## src/rtl/serial_fifo_ctrl.sv

```systemverilog
// serial_fifo_ctrl: bus-facing UART controller with RX/TX FIFOs, a small
// STATUS/CTRL register map, sticky overrun/overflow flags and a level
// interrupt. Optional internal loopback path is built when the macro
// SERIAL_LOOPBACK_EN is defined; without it CTRL[2] is read-as-zero.
module serial_fifo_ctrl #(
  parameter int DEPTH_LOG2    = 4,
  parameter int DATA_WIDTH    = 8,
  parameter int RX_INT_THRESH = 1,
  parameter int BUSY_TIMEOUT  = 3
) (
  input  logic                  clk,
  input  logic                  rst,
  input  logic                  enable_i,
  input  logic                  readEnable_i,
  input  logic [1:0]            addr_i,
  input  logic [31:0]           dataSave_i,
  output logic [31:0]           dataLoad_o,
  output logic                  int_o,
  input  logic                  rxdReady_i,
  input  logic [DATA_WIDTH-1:0] rxdData_i,
  input  logic                  txdBusy_i,
  output logic                  txdStart_o,
  output logic [DATA_WIDTH-1:0] txdData_o
);

  localparam int DEPTH = 1 << DEPTH_LOG2;
  localparam int CW    = DEPTH_LOG2 + 1;
  localparam int TW    = (BUSY_TIMEOUT < 2) ? 1 : $clog2(BUSY_TIMEOUT + 1);

  localparam logic [CW-1:0] FULL_CNT     = CW'(DEPTH);
  localparam logic [CW-1:0] RX_THRESH    = CW'(RX_INT_THRESH);
  localparam logic [TW-1:0] TIMEOUT_LAST = TW'(BUSY_TIMEOUT - 1);

  localparam logic [1:0] ADDR_DATA   = 2'd0;
  localparam logic [1:0] ADDR_STATUS = 2'd1;
  localparam logic [1:0] ADDR_CTRL   = 2'd2;

  typedef enum logic [1:0] {
    IDLE      = 2'd0,
    START     = 2'd1,
    WAIT_BUSY = 2'd2,
    WAIT_DONE = 2'd3
  } tx_state_t;

  // Bus access decode
  logic enable_q;
  logic strb;
  logic rd_strb;
  logic wr_strb;
  logic data_rd;
  logic data_wr;
  logic status_wr;
  logic ctrl_wr;

  // Control register bits
  logic rx_ie;
  logic txe_ie;
  logic loopback;

  // RX FIFO
  logic [DATA_WIDTH-1:0] rx_mem [DEPTH];
  logic [DEPTH_LOG2-1:0] rx_wr_ptr;
  logic [DEPTH_LOG2-1:0] rx_rd_ptr;
  logic [CW-1:0]         rx_count;
  logic                  rx_empty;
  logic                  rx_full;
  logic                  rx_pop;
  logic                  rx_push_req;
  logic                  rx_push;
  logic [DATA_WIDTH-1:0] rx_push_data;
  logic [DATA_WIDTH-1:0] rx_head;
  logic                  rx_overrun;
  logic                  rx_ovr_set;

  // TX FIFO
  logic [DATA_WIDTH-1:0] tx_mem [DEPTH];
  logic [DEPTH_LOG2-1:0] tx_wr_ptr;
  logic [DEPTH_LOG2-1:0] tx_rd_ptr;
  logic [CW-1:0]         tx_count;
  logic                  tx_empty;
  logic                  tx_full;
  logic                  tx_pop;
  logic                  tx_push_req;
  logic                  tx_push;
  logic [DATA_WIDTH-1:0] tx_head;
  logic                  tx_overflow;
  logic                  tx_ovf_set;
  logic                  tx_idle;

  // Transmit sequencer
  tx_state_t     state;
  tx_state_t     state_next;
  logic [TW-1:0] tmo_cnt;
  logic          send_now;

  // Loopback path
  logic lb_push;
  logic lb_drop;

  logic [31:0] status_word;
  logic        unused_data;

  // Upper write-data bits beyond the character width carry no meaning
  assign unused_data = ^dataSave_i[31:DATA_WIDTH];

  assign strb      = enable_i & ~enable_q;
  assign rd_strb   = strb & readEnable_i;
  assign wr_strb   = strb & ~readEnable_i;
  assign data_rd   = rd_strb & (addr_i == ADDR_DATA);
  assign data_wr   = wr_strb & (addr_i == ADDR_DATA);
  assign status_wr = wr_strb & (addr_i == ADDR_STATUS);
  assign ctrl_wr   = wr_strb & (addr_i == ADDR_CTRL);

  // Edge-detect the device select so a held enable is a single access
  always_ff @(posedge clk) begin
    if (rst) enable_q <= 1'b0;
    else     enable_q <= enable_i;
  end

  // Interrupt enables; RX interrupt is on out of reset
  always_ff @(posedge clk) begin
    if (rst) begin
      rx_ie  <= 1'b1;
      txe_ie <= 1'b0;
    end else if (ctrl_wr) begin
      rx_ie  <= dataSave_i[0];
      txe_ie <= dataSave_i[1];
    end
  end

`ifdef SERIAL_LOOPBACK_EN
  // Loopback select bit
  always_ff @(posedge clk) begin
    if (rst)          loopback <= 1'b0;
    else if (ctrl_wr) loopback <= dataSave_i[2];
  end

  // In loopback the sequencer feeds RX instead of the transmitter; an
  // external character arriving in the same cycle takes the slot.
  assign lb_push = (state == START) & loopback;
  assign lb_drop = lb_push & rxdReady_i;
`else
  assign loopback = 1'b0;
  assign lb_push  = 1'b0;
  assign lb_drop  = 1'b0;
`endif

  // ---------------- RX FIFO ----------------
  assign rx_empty     = (rx_count == '0);
  assign rx_full      = (rx_count == FULL_CNT);
  assign rx_head      = rx_mem[rx_rd_ptr];
  assign rx_pop       = data_rd & ~rx_empty;
  assign rx_push_req  = rxdReady_i | lb_push;
  assign rx_push_data = rxdReady_i ? rxdData_i : tx_head;
  // A pop in the same cycle frees the slot, so a full FIFO still accepts
  assign rx_push      = rx_push_req & (~rx_full | rx_pop);
  assign rx_ovr_set   = (rx_push_req & rx_full & ~rx_pop) | lb_drop;

  // RX storage write
  always_ff @(posedge clk) begin
    if (rx_push) rx_mem[rx_wr_ptr] <= rx_push_data;
  end

  // RX pointers and occupancy
  always_ff @(posedge clk) begin
    if (rst) begin
      rx_wr_ptr <= '0;
      rx_rd_ptr <= '0;
      rx_count  <= '0;
    end else begin
      if (rx_push) rx_wr_ptr <= rx_wr_ptr + 1'b1;
      if (rx_pop)  rx_rd_ptr <= rx_rd_ptr + 1'b1;
      case ({rx_push, rx_pop})
        2'b10:   rx_count <= rx_count + 1'b1;
        2'b01:   rx_count <= rx_count - 1'b1;
        default: rx_count <= rx_count;
      endcase
    end
  end

  // Sticky RX overrun; a new event wins over a same-cycle clear
  always_ff @(posedge clk) begin
    if (rst)                             rx_overrun <= 1'b0;
    else if (rx_ovr_set)                 rx_overrun <= 1'b1;
    else if (status_wr && dataSave_i[2]) rx_overrun <= 1'b0;
  end

  // ---------------- TX FIFO ----------------
  assign tx_empty    = (tx_count == '0);
  assign tx_full     = (tx_count == FULL_CNT);
  assign tx_head     = tx_mem[tx_rd_ptr];
  assign tx_pop      = (state == START);
  assign tx_push_req = data_wr;
  assign tx_push     = tx_push_req & (~tx_full | tx_pop);
  assign tx_ovf_set  = tx_push_req & tx_full & ~tx_pop;
  assign tx_idle     = tx_empty & (state == IDLE);

  // TX storage write
  always_ff @(posedge clk) begin
    if (tx_push) tx_mem[tx_wr_ptr] <= dataSave_i[DATA_WIDTH-1:0];
  end

  // TX pointers and occupancy
  always_ff @(posedge clk) begin
    if (rst) begin
      tx_wr_ptr <= '0;
      tx_rd_ptr <= '0;
      tx_count  <= '0;
    end else begin
      if (tx_push) tx_wr_ptr <= tx_wr_ptr + 1'b1;
      if (tx_pop)  tx_rd_ptr <= tx_rd_ptr + 1'b1;
      case ({tx_push, tx_pop})
        2'b10:   tx_count <= tx_count + 1'b1;
        2'b01:   tx_count <= tx_count - 1'b1;
        default: tx_count <= tx_count;
      endcase
    end
  end

  // Sticky TX overflow; a new event wins over a same-cycle clear
  always_ff @(posedge clk) begin
    if (rst)                             tx_overflow <= 1'b0;
    else if (tx_ovf_set)                 tx_overflow <= 1'b1;
    else if (status_wr && dataSave_i[3]) tx_overflow <= 1'b0;
  end

  // ---------------- Transmit sequencer ----------------
  // Sequencer state register
  always_ff @(posedge clk) begin
    if (rst) state <= IDLE;
    else     state <= state_next;
  end

  // Next-state logic: one character in flight, wait for busy to rise
  // (or give up after the timeout) and then fall before the next one
  always_comb begin
    state_next = state;
    case (state)
      IDLE: begin
        if (!tx_empty && !txdBusy_i) state_next = START;
      end
      START: begin
        state_next = loopback ? IDLE : WAIT_BUSY;
      end
      WAIT_BUSY: begin
        if (txdBusy_i || (tmo_cnt == TIMEOUT_LAST)) state_next = WAIT_DONE;
      end
      WAIT_DONE: begin
        if (!txdBusy_i) state_next = IDLE;
      end
      default: state_next = IDLE;
    endcase
  end

  // Cycles spent waiting for the transmitter to acknowledge
  always_ff @(posedge clk) begin
    if (rst || (state != WAIT_BUSY)) tmo_cnt <= '0;
    else                             tmo_cnt <= tmo_cnt + 1'b1;
  end

  assign send_now = (state == START) & ~loopback;

  // Start pulse and character register; data stays put until the next start
  always_ff @(posedge clk) begin
    if (rst) begin
      txdStart_o <= 1'b0;
      txdData_o  <= '0;
    end else begin
      txdStart_o <= send_now;
      if (send_now) txdData_o <= tx_head;
    end
  end

  // ---------------- Register read and interrupt ----------------
  assign status_word = {8'h00, 8'(tx_count), 8'(rx_count), 3'b000,
                        tx_idle, tx_overflow, rx_overrun, ~tx_full, ~rx_empty};

  // Read mux, valid whenever the device is selected
  always_comb begin
    dataLoad_o = '0;
    if (enable_i) begin
      case (addr_i)
        ADDR_DATA:   if (!rx_empty) dataLoad_o = {{(32-DATA_WIDTH){1'b0}}, rx_head};
        ADDR_STATUS: dataLoad_o = status_word;
        ADDR_CTRL:   dataLoad_o = {29'b0, loopback, txe_ie, rx_ie};
        default:     dataLoad_o = '0;
      endcase
    end
  end

  // Registered level interrupt request
  always_ff @(posedge clk) begin
    if (rst) int_o <= 1'b0;
    else     int_o <= (rx_ie & ((rx_count >= RX_THRESH) | rx_overrun)) |
                      (txe_ie & tx_idle);
  end

endmodule

```

## config.mk

```make
export PLATFORM = sky130hd
export DESIGN_NAME = serial_fifo_ctrl
export DESIGN_NICKNAME = d
export VERILOG_FILES = /design/src/rtl/serial_fifo_ctrl.sv
export SDC_FILE = /design/constraint.sdc
export NUM_CORES = 1
export LEC_CHECK = 0
export BUFFER_PORTS_ARGS = -buffer_cell sky130_fd_sc_hd__buf_2
export CAP_MARGIN = 40
export CORE_MARGIN = 3
export CORE_UTILIZATION = 45
export CTS_BUF_LIST = sky130_fd_sc_hd__clkbuf_8
export DETAILED_ROUTE_END_ITERATION = 10
export PLACE_DENSITY = 0.6
export SYNTH_ARGS = -nofsm -noshare
export SYNTH_HDL_FRONTEND = slang
export SYNTH_SLANG_ARGS = --single-unit
```

## constraint.sdc

```tcl
create_clock -name clk -period 5.8 [get_ports clk]
set_input_delay 0.87 -clock clk [delete_from_list [all_inputs] [get_ports clk]]
set_output_delay 0.87 -clock clk [all_outputs]
set_load 0.02 [all_outputs]
```

Yosys cells after proc, flatten, opt, wreduce, memory -nomap -nowiden

Memories as Yosys holds them, arrays and structs flattened. A register that Yosys moved wholly into a read port is not among the register bits.
Cells that the tools add are included.

Memories: 2
Output and inout port bits: 42
Bits in writable memories: 256
Logic and storage cells: 110
Bits of input ports: 48
Register bits: 45

Magnitude comparators: 1
Reductions and logical operators: 16
Mux-type cells: 22
Bitwise logic cells: 28
$add $sub $neg: 9
Equal/unequal tests: 16

Memories:

| name   | words | bits a word | read ports | clocked after Yosys merged registers in | write ports | RTL line | RTL |
|---|---|---|---|---|---|---|---|
| rx_mem | 16    | 8           | 1          | 1                                       | 1           | 61       | `logic [DATA_WIDTH-1:0] rx_mem [DEPTH];` |
| tx_mem | 16    | 8           | 1          | 1                                       | 1           | 76       | `logic [DATA_WIDTH-1:0] tx_mem [DEPTH];` |

Operator list:

| kind                | count |
|---|---|
| $pmux 32 s3         | 1 |
| $mux 32             | 1 |
| $pmux 5 s2          | 2 |
| $and 1x1->1         | 17 |
| $add 4x1->4 const B | 4 |
| $mux 4              | 4 |
| $mux 8              | 2 |
| $eq 2x2->1 const B  | 6 |
| $add 5x1->5 const B | 2 |
| $eq 5x5->1 const B  | 2 |
| $logic_not 5->1     | 2 |
| $sub 5x1->5 const B | 2 |
| $eq 2x1->1 const B  | 4 |
| $mux 1              | 8 |
| $pmux 2 s4          | 1 |
| $reduce_bool 2->1   | 4 |
| $not 1->1           | 7 |
| $mux 2              | 3 |
| $ne 2x2->1 const B  | 3 |
| $ge 5x1->1 const B  | 1 |
| $logic_not 2->1     | 2 |
| $or 1x1->1          | 4 |
| $logic_and 1x1->1   | 3 |
| $reduce_and 3->1    | 1 |
| other kinds (4)     | 6 |

Depth between registers and ports, before layout

Gate-level depths: netlist of the first run.

Word-level depth: 9
Gate-level depth with buffers: 11
Gate-level depth less buffers: 10

Worst setup path after synthesis of the first run

No wires, ideal clock.

Path kind: input port to flip-flop
Start point: input readEnable_i
End point: memory tx_mem[1][0], enable pin
Buffers on the path: 1
Data required time: 5.417 ns
Cell stages on the path: 5
Path slack: 2.695 ns
Arrival: 2.722 ns
Cells stage by stage: or4b_1 > buf_2 > a311oi_4 > nand2_1 > nor3_1

Cells in the longest elaborated chain, start to end: 6

RTL lines:

| element                      | RTL line | RTL |
|---|---|---|
| start: declaration           | 14       | `input logic readEnable_i,` |
| $not 1->1                    | 108      | `assign wr_strb = strb & ~readEnable_i;` |
| $and 1x1->1                  | 108      |  |
| $and 1x1->1                  | 110      | `assign data_wr = wr_strb & (addr_i == ADDR_DATA);` |
| $and 1x1->1                  | 194      | `assign tx_push = tx_push_req & (~tx_full \| tx_pop);` |
| $mux 1                       | 200      | `if (tx_push) tx_mem[tx_wr_ptr] <= dataSave_i[DATA_WIDTH-1:0];` |
| $mux 1 (implied by the code) | 200      |  |
| end: declaration             | 76       |  |

No other way between the ends.

Final worst setup path of the first run

Start point: register rx_count[1]
End point: output dataLoad_o[2]

Cells in the longest elaborated chain, start to end: 4

RTL lines:

| element                  | RTL line | RTL |
|---|---|---|
| start: declaration       | 64       | `logic [CW-1:0] rx_count;` |
| start signal: assignment | 174      | `2'b10: rx_count <= rx_count + 1'b1;` |
| start signal: assignment | 175      | `2'b01: rx_count <= rx_count - 1'b1;` |
| start signal: assignment | 176      | `default: rx_count <= rx_count;` |
| $logic_not 5->1          | 149      | `assign rx_empty = (rx_count == '0);` |
| $mux 8                   | 283      | `ADDR_DATA: if (!rx_empty) dataLoad_o = {{(32-DATA_WIDTH){1'b0}}, rx_head};` |
| $pmux 32 s3              | 282      | `case (addr_i)` |
| $mux 32                  | 281      | `if (enable_i) begin` |
| end: declaration         | 17       | `output logic [31:0] dataLoad_o,` |

No other way between the ends.

==> tab_implementation.tex, run 1 <==
\begin{tabular}{lr}
\hline
Metric & Value \\
\hline
\multicolumn{2}{l}{\textbf{Synth}} \\
Proportion of netlist area held by the largest area contributor & approximately three fifths \\
Xor-xnor portion of the synthesized cell area & less than 1\% \\
Post-synthesis cell type count & 57 \\
Number of enable flip-flop cells after synthesis & roughly 260 \\
Instance count of the mapped netlist & $\sim$790 \\
Synth warn & 0 \\
Share of synthesized area spent on multiplexers & between 10\% and 20\% \\
Seq/Total Area, Yosys & between 60\% and 70\% \\
Post-Syn Area & about 13000 um\^{}2 \\
Number of flip-flops and latches in the synthesized netlist & around 310 \\
Avg Cell Area, Syn & roughly 16 um\^{}2 \\
Fraction of the mapped netlist area in compound gates & between 3 and 4\% \\
Main combinational cell family by area after synthesis & multiplexers \\
Top flip-flop cell by instance count after synthesis & edfxtp\_1 \\
Asr flop ratio synth & 0\% \\
Simple-Gate Fraction of Synth Area & roughly 7.6\% \\
Ranking of synthesized cells by area & edfxtp\_1 60\%, mux4\_2 11\%, dfxtp\_1 8.3\% \\
Cell type with the highest aggregate area in the netlist & edfxtp\_1 \\
Adder-cell area share of the yosys netlist & around 2.1\% \\
\multicolumn{2}{l}{\textbf{Global routing}} \\
Antenna violations before repair & 0 \\
Pin count of the biggest net entering global routing & 29 \\
Total global-route track usage & 18.3\% \\
Number of global-route vias before repair & around 7300 \\
Global-route wire length before repair & approximately 43 mm \\
Overflow after GRT & 0 \\
\multicolumn{2}{l}{\textbf{Critical path}} \\
Start point of the critical path & rx\_count[1] \\
Reg-to-Reg Start & state[1] \\
Critical Path, Cell by Cell & inv\_1 -> ha\_1 -> or4b\_2 -> nand4\_1 -> o22ai\_1 -> a211o\_1 -> buf\_2 \\
Kind of start point of the critical path & flip-flop \\
Required time of the critical path & slightly below 5000 ps \\
Master of the slowest instance on the critical path & or4b\_2 \\
Data arrival, critical path & approximately 2900 ps \\
Total buffers and inverters traversed by the critical path & 2 \\
Cell family contributing the most delay on the critical path & simple AND/OR/NAND/NOR gates \\
Crit Path Category & reg -> out \\
Critical Path Sink Type & output pin \\
Worst path max stage delay & roughly 710 ps \\
Highest fanout seen on the critical path & 7 \\
\multicolumn{2}{l}{\textbf{Layout}} \\
FF/Latch Area & 8750 um\^{}2 \\
Net count, final & between 900 and 1000 \\
Area used by multi-input combinational logic & approximately 3800 um\^{}2 \\
Total inserted antenna cells & 0 \\
Non-filler cells, final & 1312 \\
Synthesis-to-finish area growth & 14.6\% \\
Fraction of layout instances using a drive strength above 1 & a little over a quarter \\
Final design area excluding fillers & 14700 um\^{}2 \\
Fill cell total of the finished layout & 2277 \\
\multicolumn{2}{l}{\textbf{Clocking}} \\
Clock sink count & just over 300 \\
\# Post-CTS Setup Buffers & 0 \\
Root Buffer Master & clkbuf\_8 \\
Post-cts sizing count & 0 \\
\# H-tree levels & 2 \\
Hold-fix buffers, CTS & 0 \\
Number of clock buffers inserted by TritonCTS & approximately 50 \\
Buffers from clock root to sink, at most & 3 \\
Clock transition time at the flip-flop clock pins of the worst setup and hold paths & $\sim$60 ps \\
Worst skew pair latency & 570 ps \\
TritonCTS clock tree & done \\
\multicolumn{2}{l}{\textbf{Min path}} \\
Hold path startpoint & tmo\_cnt[0] \\
Hold Crit Class & reg -> reg \\
\multicolumn{2}{l}{\textbf{Power and ir drop}} \\
Leakage component of the power & a little over 5 nW \\
Power Dens Cells & roughly 350 nW/um\^{}2 \\
IR Drop Worst-Case VDD & between 0.0002 and 0.00025 V \\
\multicolumn{2}{l}{\textbf{Timing}} \\
Minimum clock period & 3720 ps \\
Final critical-path share of the clock period & between 60\% and 70\% \\
Max-slew violation count & 0 \\
Maximum frequency from static timing analysis & between 0.2 and 0.3 GHz \\
Slew @ Worst Pin & a little over 900 ps \\
Final hold violation count & 0 \\
Total of endpoints with negative setup slack in the final report & 0 \\
Setup repair after global routing missed its margin & false \\
Max Clock Skew & about 15 ps \\
Final TNS setup & 0 ps \\
Worst slew margin & roughly two fifths \\
\multicolumn{2}{l}{\textbf{Route}} \\
Count of routing violations after the opening detailed-route iteration & approximately 640 \\
Number of vias in the routed layout & 7175 \\
DR vias/cell & around 5.5 \\
Total DRC errors in the routed layout & 0 \\
Average wire per cell in the routed design & $\sim$21 um \\
Detailed Route WL & 27.8 mm \\
Number of nets still failing antenna checks after routing & 0 \\
Detailed-routing iteration count for the pre-antenna-repair pass & 5 \\
\multicolumn{2}{l}{\textbf{Die}} \\
Die height & about 170 um \\
Starting utilization of the core area & 46.0\% \\
Overall die width & roughly 170 um \\
Number of core rows & 61 \\
Core Area & $\sim$28000 um\^{}2 \\
IO Pins & 90 \\
Total Die Area & 30600 um\^{}2 \\
\multicolumn{2}{l}{\textbf{Placed design}} \\
Post-Place Cells & between 1000 and 1500 \\
PortBufs & a little over 50 \\
Routability congestion estimate & $\sim$0.78 \\
Sum of net half-perimeters after detailed placement & $\sim$19 mm \\
Placed standard-cell area & between 10000 and 15000 um\^{}2 \\
\multicolumn{2}{l}{\textbf{Outcome}} \\
Status & finished, final reports clean \\
\multicolumn{2}{l}{\textbf{Job}} \\
Max-cap violation count & 0 \\
\hline
\end{tabular}
## flip-flops by register name (all words and copies together), names as in the netlist, 5 cells and up, named ones only
register / cells
rx_mem: 128
rx_count: 5
txdData_o: 8
tx_mem: 128
tx_count: 5
## stage by stage
| stage | hold slack [ps] | util, % | worst slack (ps) | total power, mW |
|---|---|---|---|---|
| final | 422 | 52.7 | 2080 | 5.16 |
| after global placement | 412 | 48.4 | 2100 | 3.40 |
| after CTS | 434 | 52.6 | 2070 | 5.22 |
| after floorplan | 392 | - | 2690 | 3.19 |
| after detailed placement | 425 | 49.2 | 2050 | 3.46 |
| after global routing | 454 | 52.7 | 1950 | 5.41 |
## worst reg2reg max path: stages (launching register included)
cell,delay [ps]
dfxtp_1,340
inv_1,130
ha_1,490
buf_8,220
inv_1,150
a311oi_4,520
nand2_1,240
nor2_1,510
buf_4,270
## cells in the mapped netlist, drive strengths merged, types with 18 or more instances
cell    count
mux2i      21
buf        32
nand2      25
inv        24
mux2       21
mux4       64
nor3       24
clkbuf     23
edfxtp    256
o21ai      18
nor2       60
ha         22
dfxtp      53
## cells in the final DEF (no fill, tap or decap), types with 21 or more instances in the layout
cell type and instances:
edfxtp_1 256, mux4_2 64, nor2_1 60, clkbuf_8 56
dfxtp_1 53, buf_2 51, inv_1 47, buf_4 41
nand2_1 24, nor3_1 22, ha_1 22, mux2i_1 21
## routing by layer
metal / vias to the layer above / global-route usage [%] / share of wire, %
met3: 51 / 3.87 / 5.8
met5: - / 0 / 0
met4: 0 / 5.88 / 2.3
li1: 3252 / - / -
met2: 249 / 29.2 / 48
met1: 3623 / 25.4 / 44
## area by class of cell
cell class              instances  share of cell area (%)
inverters                      24                   0.612
multi-input cells             411                    25.8
flip-flops and latches        309                    59.4
clock inverters                36                    1.20
repair buffers                 98                    4.52
clock buffers                  56                    5.23
well taps                     378                    3.21
## cells by family after synthesis
family                   Yosys count
flip-flops                       309
AND/OR/NAND/NOR                  187
multiplexers                     106
buffers and inverters             79
AO/OA/AOI/OAI                     71
adder cells (fa/ha/maj)           22
XOR/XNOR                          11
other                              1
## worst paths after layout
check | slack (ps) | cells after the start | to
max | 2080 | 7 | dataLoad_o[2]
min reg2reg | 420 | 1 | tmo_cnt[0]
min | 420 | 1 | tmo_cnt[0]
max reg2reg | 2640 | 8 | tx_mem[4][6]
## power breakdown
part	switching (mW)	total, mW	internal (mW)
combinational	0.464	0.807	0.342
sequential	0.0825	2.60	2.52
clock	0.828	1.76	0.928
total	1.38	5.16	3.79
Power figures use the tool's default switching activity.
==> run 2, diff against run 1 <==
--- a/config.mk
+++ b/config.mk
@@ -5,6 +5,7 @@
 export SDC_FILE = /design/constraint.sdc
 export NUM_CORES = 1
 export LEC_CHECK = 0
+export ABC_AREA = 1
 export BUFFER_PORTS_ARGS = -buffer_cell sky130_fd_sc_hd__buf_2
 export CAP_MARGIN = 40
 export CORE_MARGIN = 3
==> constraint.sdc (replaced) <==
create_clock -name clk -period 3.77 [get_ports clk]
set_input_delay 0.5655 -clock clk [delete_from_list [all_inputs] [get_ports clk]]
set_output_delay 0.5655 -clock clk [all_outputs]
set_load 0.02 [all_outputs]
==> run 2 against run 1 <==
  * Count of clock-buffer cells in the layout decreased by 1
  * Via count increased by 24%
  * Critical endpoint is now dataLoad_o[4]
  * Area after synthesis increased by 2.9%
  * Sequential power increased by 58%
  * Synthesized cell count increased by 54%
  * Worst setup slack got worse by 1500 ps
  * Non-clock buffer count decreased by 21
  * Power increased by 61%
  * Hold slack got worse by 58 ps
  * Routed wire length increased by 10%
  * Register-to-register slack got worse by 1600 ps
==> tab_implementation.tex, run 2 <==
\begin{tabular}{lr}
\hline
Metric & Value \\
\hline
\multicolumn{2}{l}{\textbf{Global routing}} \\
Antenna violations before repair & 0 \\
Number of global-route vias before repair & between 8000 and 9000 \\
Total global-route track usage & between 15 and 20\% \\
Overflow after GRT & 0 \\
Pin count of the biggest net entering global routing & 67 \\
Global-route wire length before repair & 47.6 mm \\
\multicolumn{2}{l}{\textbf{Placed design}} \\
Pre-CTS WS & $\sim$900 ps \\
Routability congestion estimate & 0.823 \\
Sum of net half-perimeters after detailed placement & $\sim$20 mm \\
PortBufs & slightly above 50 \\
\multicolumn{2}{l}{\textbf{Synth}} \\
Cell type with the highest aggregate area in the netlist & edfxtp\_1 \\
Seq/Total Area, Yosys & approximately two thirds \\
Post-Syn Area & $\sim$13000 um\^{}2 \\
Top flip-flop cell by instance count after synthesis & edfxtp\_1 \\
Number of enable flip-flop cells after synthesis & between 200 and 300 \\
Instance count of the mapped netlist & roughly 1200 \\
Proportion of netlist area held by the largest area contributor & about three fifths \\
Top-count cell post-synth & edfxtp\_1 \\
Number of flip-flops and latches in the synthesized netlist & slightly above 300 \\
Post-synthesis cell type count & 37 \\
Ranking of synthesized cells by area & edfxtp\_1 58\%, dfxtp\_1 8.0\%, nor2\_1 4.5\% \\
Synth warn & 0 \\
Leading cell types by count after synthesis & 256 x edfxtp\_1, 160 x nor2\_1, 126 x inv\_1, 116 x o21ai\_0, 115 x nand2\_1 \\
Asr flop ratio synth & 0\% \\
Avg Cell Area, Syn & 10.9 um\^{}2 \\
\multicolumn{2}{l}{\textbf{Power and ir drop}} \\
Leakage component of the power & $\sim$5.5 nW \\
Power Dens Cells & approximately 560 nW/um\^{}2 \\
IR Drop Worst-Case VDD & approximately 0.00067 V \\
Total design power & 8.30 mW \\
\multicolumn{2}{l}{\textbf{Timing}} \\
Worst slew margin & between 30\% and 40\% \\
Maximum frequency from static timing analysis & just over 0.3 GHz \\
Max Clock Skew & roughly 40 ps \\
Final setup margin & approximately 540 ps \\
Minimum clock period & about 3200 ps \\
Max-slew violation count & 0 \\
Final TNS setup & 0 ps \\
Final critical-path share of the clock period & 85.7\% \\
Slew @ Worst Pin & around 900 ps \\
Setup repair after global routing missed its margin & false \\
Total of endpoints with negative setup slack in the final report & 0 \\
Final hold violation count & 0 \\
\multicolumn{2}{l}{\textbf{Clocking}} \\
Clock sink count & around 310 \\
\# H-tree levels & 2 \\
Root Buffer Master & clkbuf\_8 \\
Worst skew pair latency & 580 ps \\
\# Post-CTS Setup Buffers & 0 \\
Buffers from clock root to sink, at most & 3 \\
Hold-fix buffers, CTS & 0 \\
Number of clock buffers inserted by TritonCTS & 50 \\
TritonCTS clock tree & done \\
Clock transition time at the flip-flop clock pins of the worst setup and hold paths & about 60 ps \\
Post-cts sizing count & 0 \\
\multicolumn{2}{l}{\textbf{Critical path}} \\
Data arrival, critical path & approximately 2700 ps \\
Kind of start point of the critical path & flip-flop \\
Highest fanout seen on the critical path & 40 \\
Required time of the critical path & roughly 3200 ps \\
Critical Path Sink Type & output pin \\
Library cell appearing most often on the critical path & nand2\_1 \\
Critical Path, Cell by Cell & inv\_2 -> buf\_12 -> o21ai\_0 -> o211ai\_1 -> nand3\_1 -> nand2\_1 -> nand2\_1 -> a21oi\_1 -> buf\_2 \\
Crit Path Category & reg -> out \\
Master of the slowest instance on the critical path & inv\_2 \\
Worst path max stage delay & between 300 and 400 ps \\
\multicolumn{2}{l}{\textbf{Die}} \\
IO Pins & 90 \\
Number of core rows & between 60 and 70 \\
Total Die Area & 31500 um\^{}2 \\
Core Area & between 20000 and 30000 um\^{}2 \\
Overall die width & between 150 and 200 um \\
Die height & $\sim$180 um \\
Starting utilization of the core area & 45.8\% \\
\multicolumn{2}{l}{\textbf{Layout}} \\
Fill cell total of the finished layout & $\sim$2600 \\
Net count, final & between 1000 and 1500 \\
Total inserted antenna cells & 0 \\
Most frequent standard cell in the layout excluding fill and tap cells & edfxtp\_1 \\
Largest registers ranked by flip-flop count & rx\_mem: 128 flops, tx\_mem: 128 flops, txdData\_o: 8 flops \\
Synthesis-to-finish area growth & 12.0\% \\
Highest-count cells in the layout ignoring fill and taps & 256 x edfxtp\_1, 160 x nor2\_1, 146 x inv\_1 \\
Fraction of layout instances using a drive strength above 1 & a little over an eighth \\
\multicolumn{2}{l}{\textbf{Route}} \\
Number of vias in the routed layout & slightly below 9000 \\
Detail Route met2 WL & 14.7 mm \\
DR vias/cell & 5.20 \\
Top metal layer carrying routed signals & met4 \\
Detailed-routing iteration count for the pre-antenna-repair pass & 5 \\
Average wire per cell in the routed design & 18.0 um \\
Total routed wire length on the met1 layer & 13.8 mm \\
Number of nets still failing antenna checks after routing & 0 \\
Wire length on met3 & roughly 1.5 mm \\
Count of routing violations after the opening detailed-route iteration & around 640 \\
Detailed Route WL & 30.7 mm \\
Total DRC errors in the routed layout & 0 \\
\multicolumn{2}{l}{\textbf{Min path}} \\
Hold Crit Class & in -> reg \\
\multicolumn{2}{l}{\textbf{Job}} \\
Max-cap violation count & 0 \\
\multicolumn{2}{l}{\textbf{Outcome}} \\
Status & finished, final reports clean \\
\hline
\end{tabular}
run 2: path summary, 6_finish.rpt:
path / startpoint / endpoint / slack, ps / depth (start not counted)
worst max-delay path: flip-flop / dataLoad_o[4] / 540 / 9
worst min-delay path: txdBusy_i / state[1] / 360 / 4
worst min register to register: tmo_cnt[0] / tmo_cnt[0] / 430 / 1
worst max register to register: rx_count[0] / rx_mem[3][2] / 1000 / 13
run 2: critical path: cells and delay by family, from the launching register on:
family / cells / cell delay (ps)
buf+inv: 3 / 830
flops: 1 / 320
compound gates: 3 / 530
simple gates: 3 / 370
run 2: final cells by class:
class	instances	area (um^2)	area share [%]
clock buffers	55	757	5.11
clock inverters	38	171	1.16
inverters	138	522	3.52
multi-input cells	707	3640	24.6
flip-flops and latches	309	8750	59.1
well taps	384	480	3.24
repair buffers	77	483	3.26
run 2: routing by layer:
metal	GRT usage, %	vias to the layer above
met5	0	-
met4	6.38	0
met3	3.34	44
met2	32.2	207
met1	27.1	4292
li1	-	4343
run 2: logic make-up (layout without fill, tap and decap cells):
family,count (synthesis),after routing,share of synthesized area [%]
muxes,2,2,0.151
other,1,14,0.0284
and+or+nand+nor,403,403,13.3
AOI/OAI and AO/OA,261,261,11.3
adders and majority gates,22,22,2.08
DFF,309,309,66.2
buffers and inverters,209,308,6.64
xor gates and xnor gates,5,5,0.331
run 2: power breakdown:
group / switching, mW / internal [mW]
combinational: 1.05 / 0.493
sequential: 0.166 / 3.93
clock: 1.31 / 1.35
run 2: stage by stage:
stage | hold slack (ps) | util (%) | std cells | area [um^2]
2_1_floorplan | 400 | - | 1225 | 13300
3_3_place_gp | 408 | 48.0 | 1611 | 13800
3_5_place_dp | 432 | 48.1 | 1614 | 13900
6_report | 363 | 51.3 | 1708 | 14800
5_1_grt | 350 | 51.3 | 1708 | 14800
4_1_cts | 333 | 51.3 | 1707 | 14800
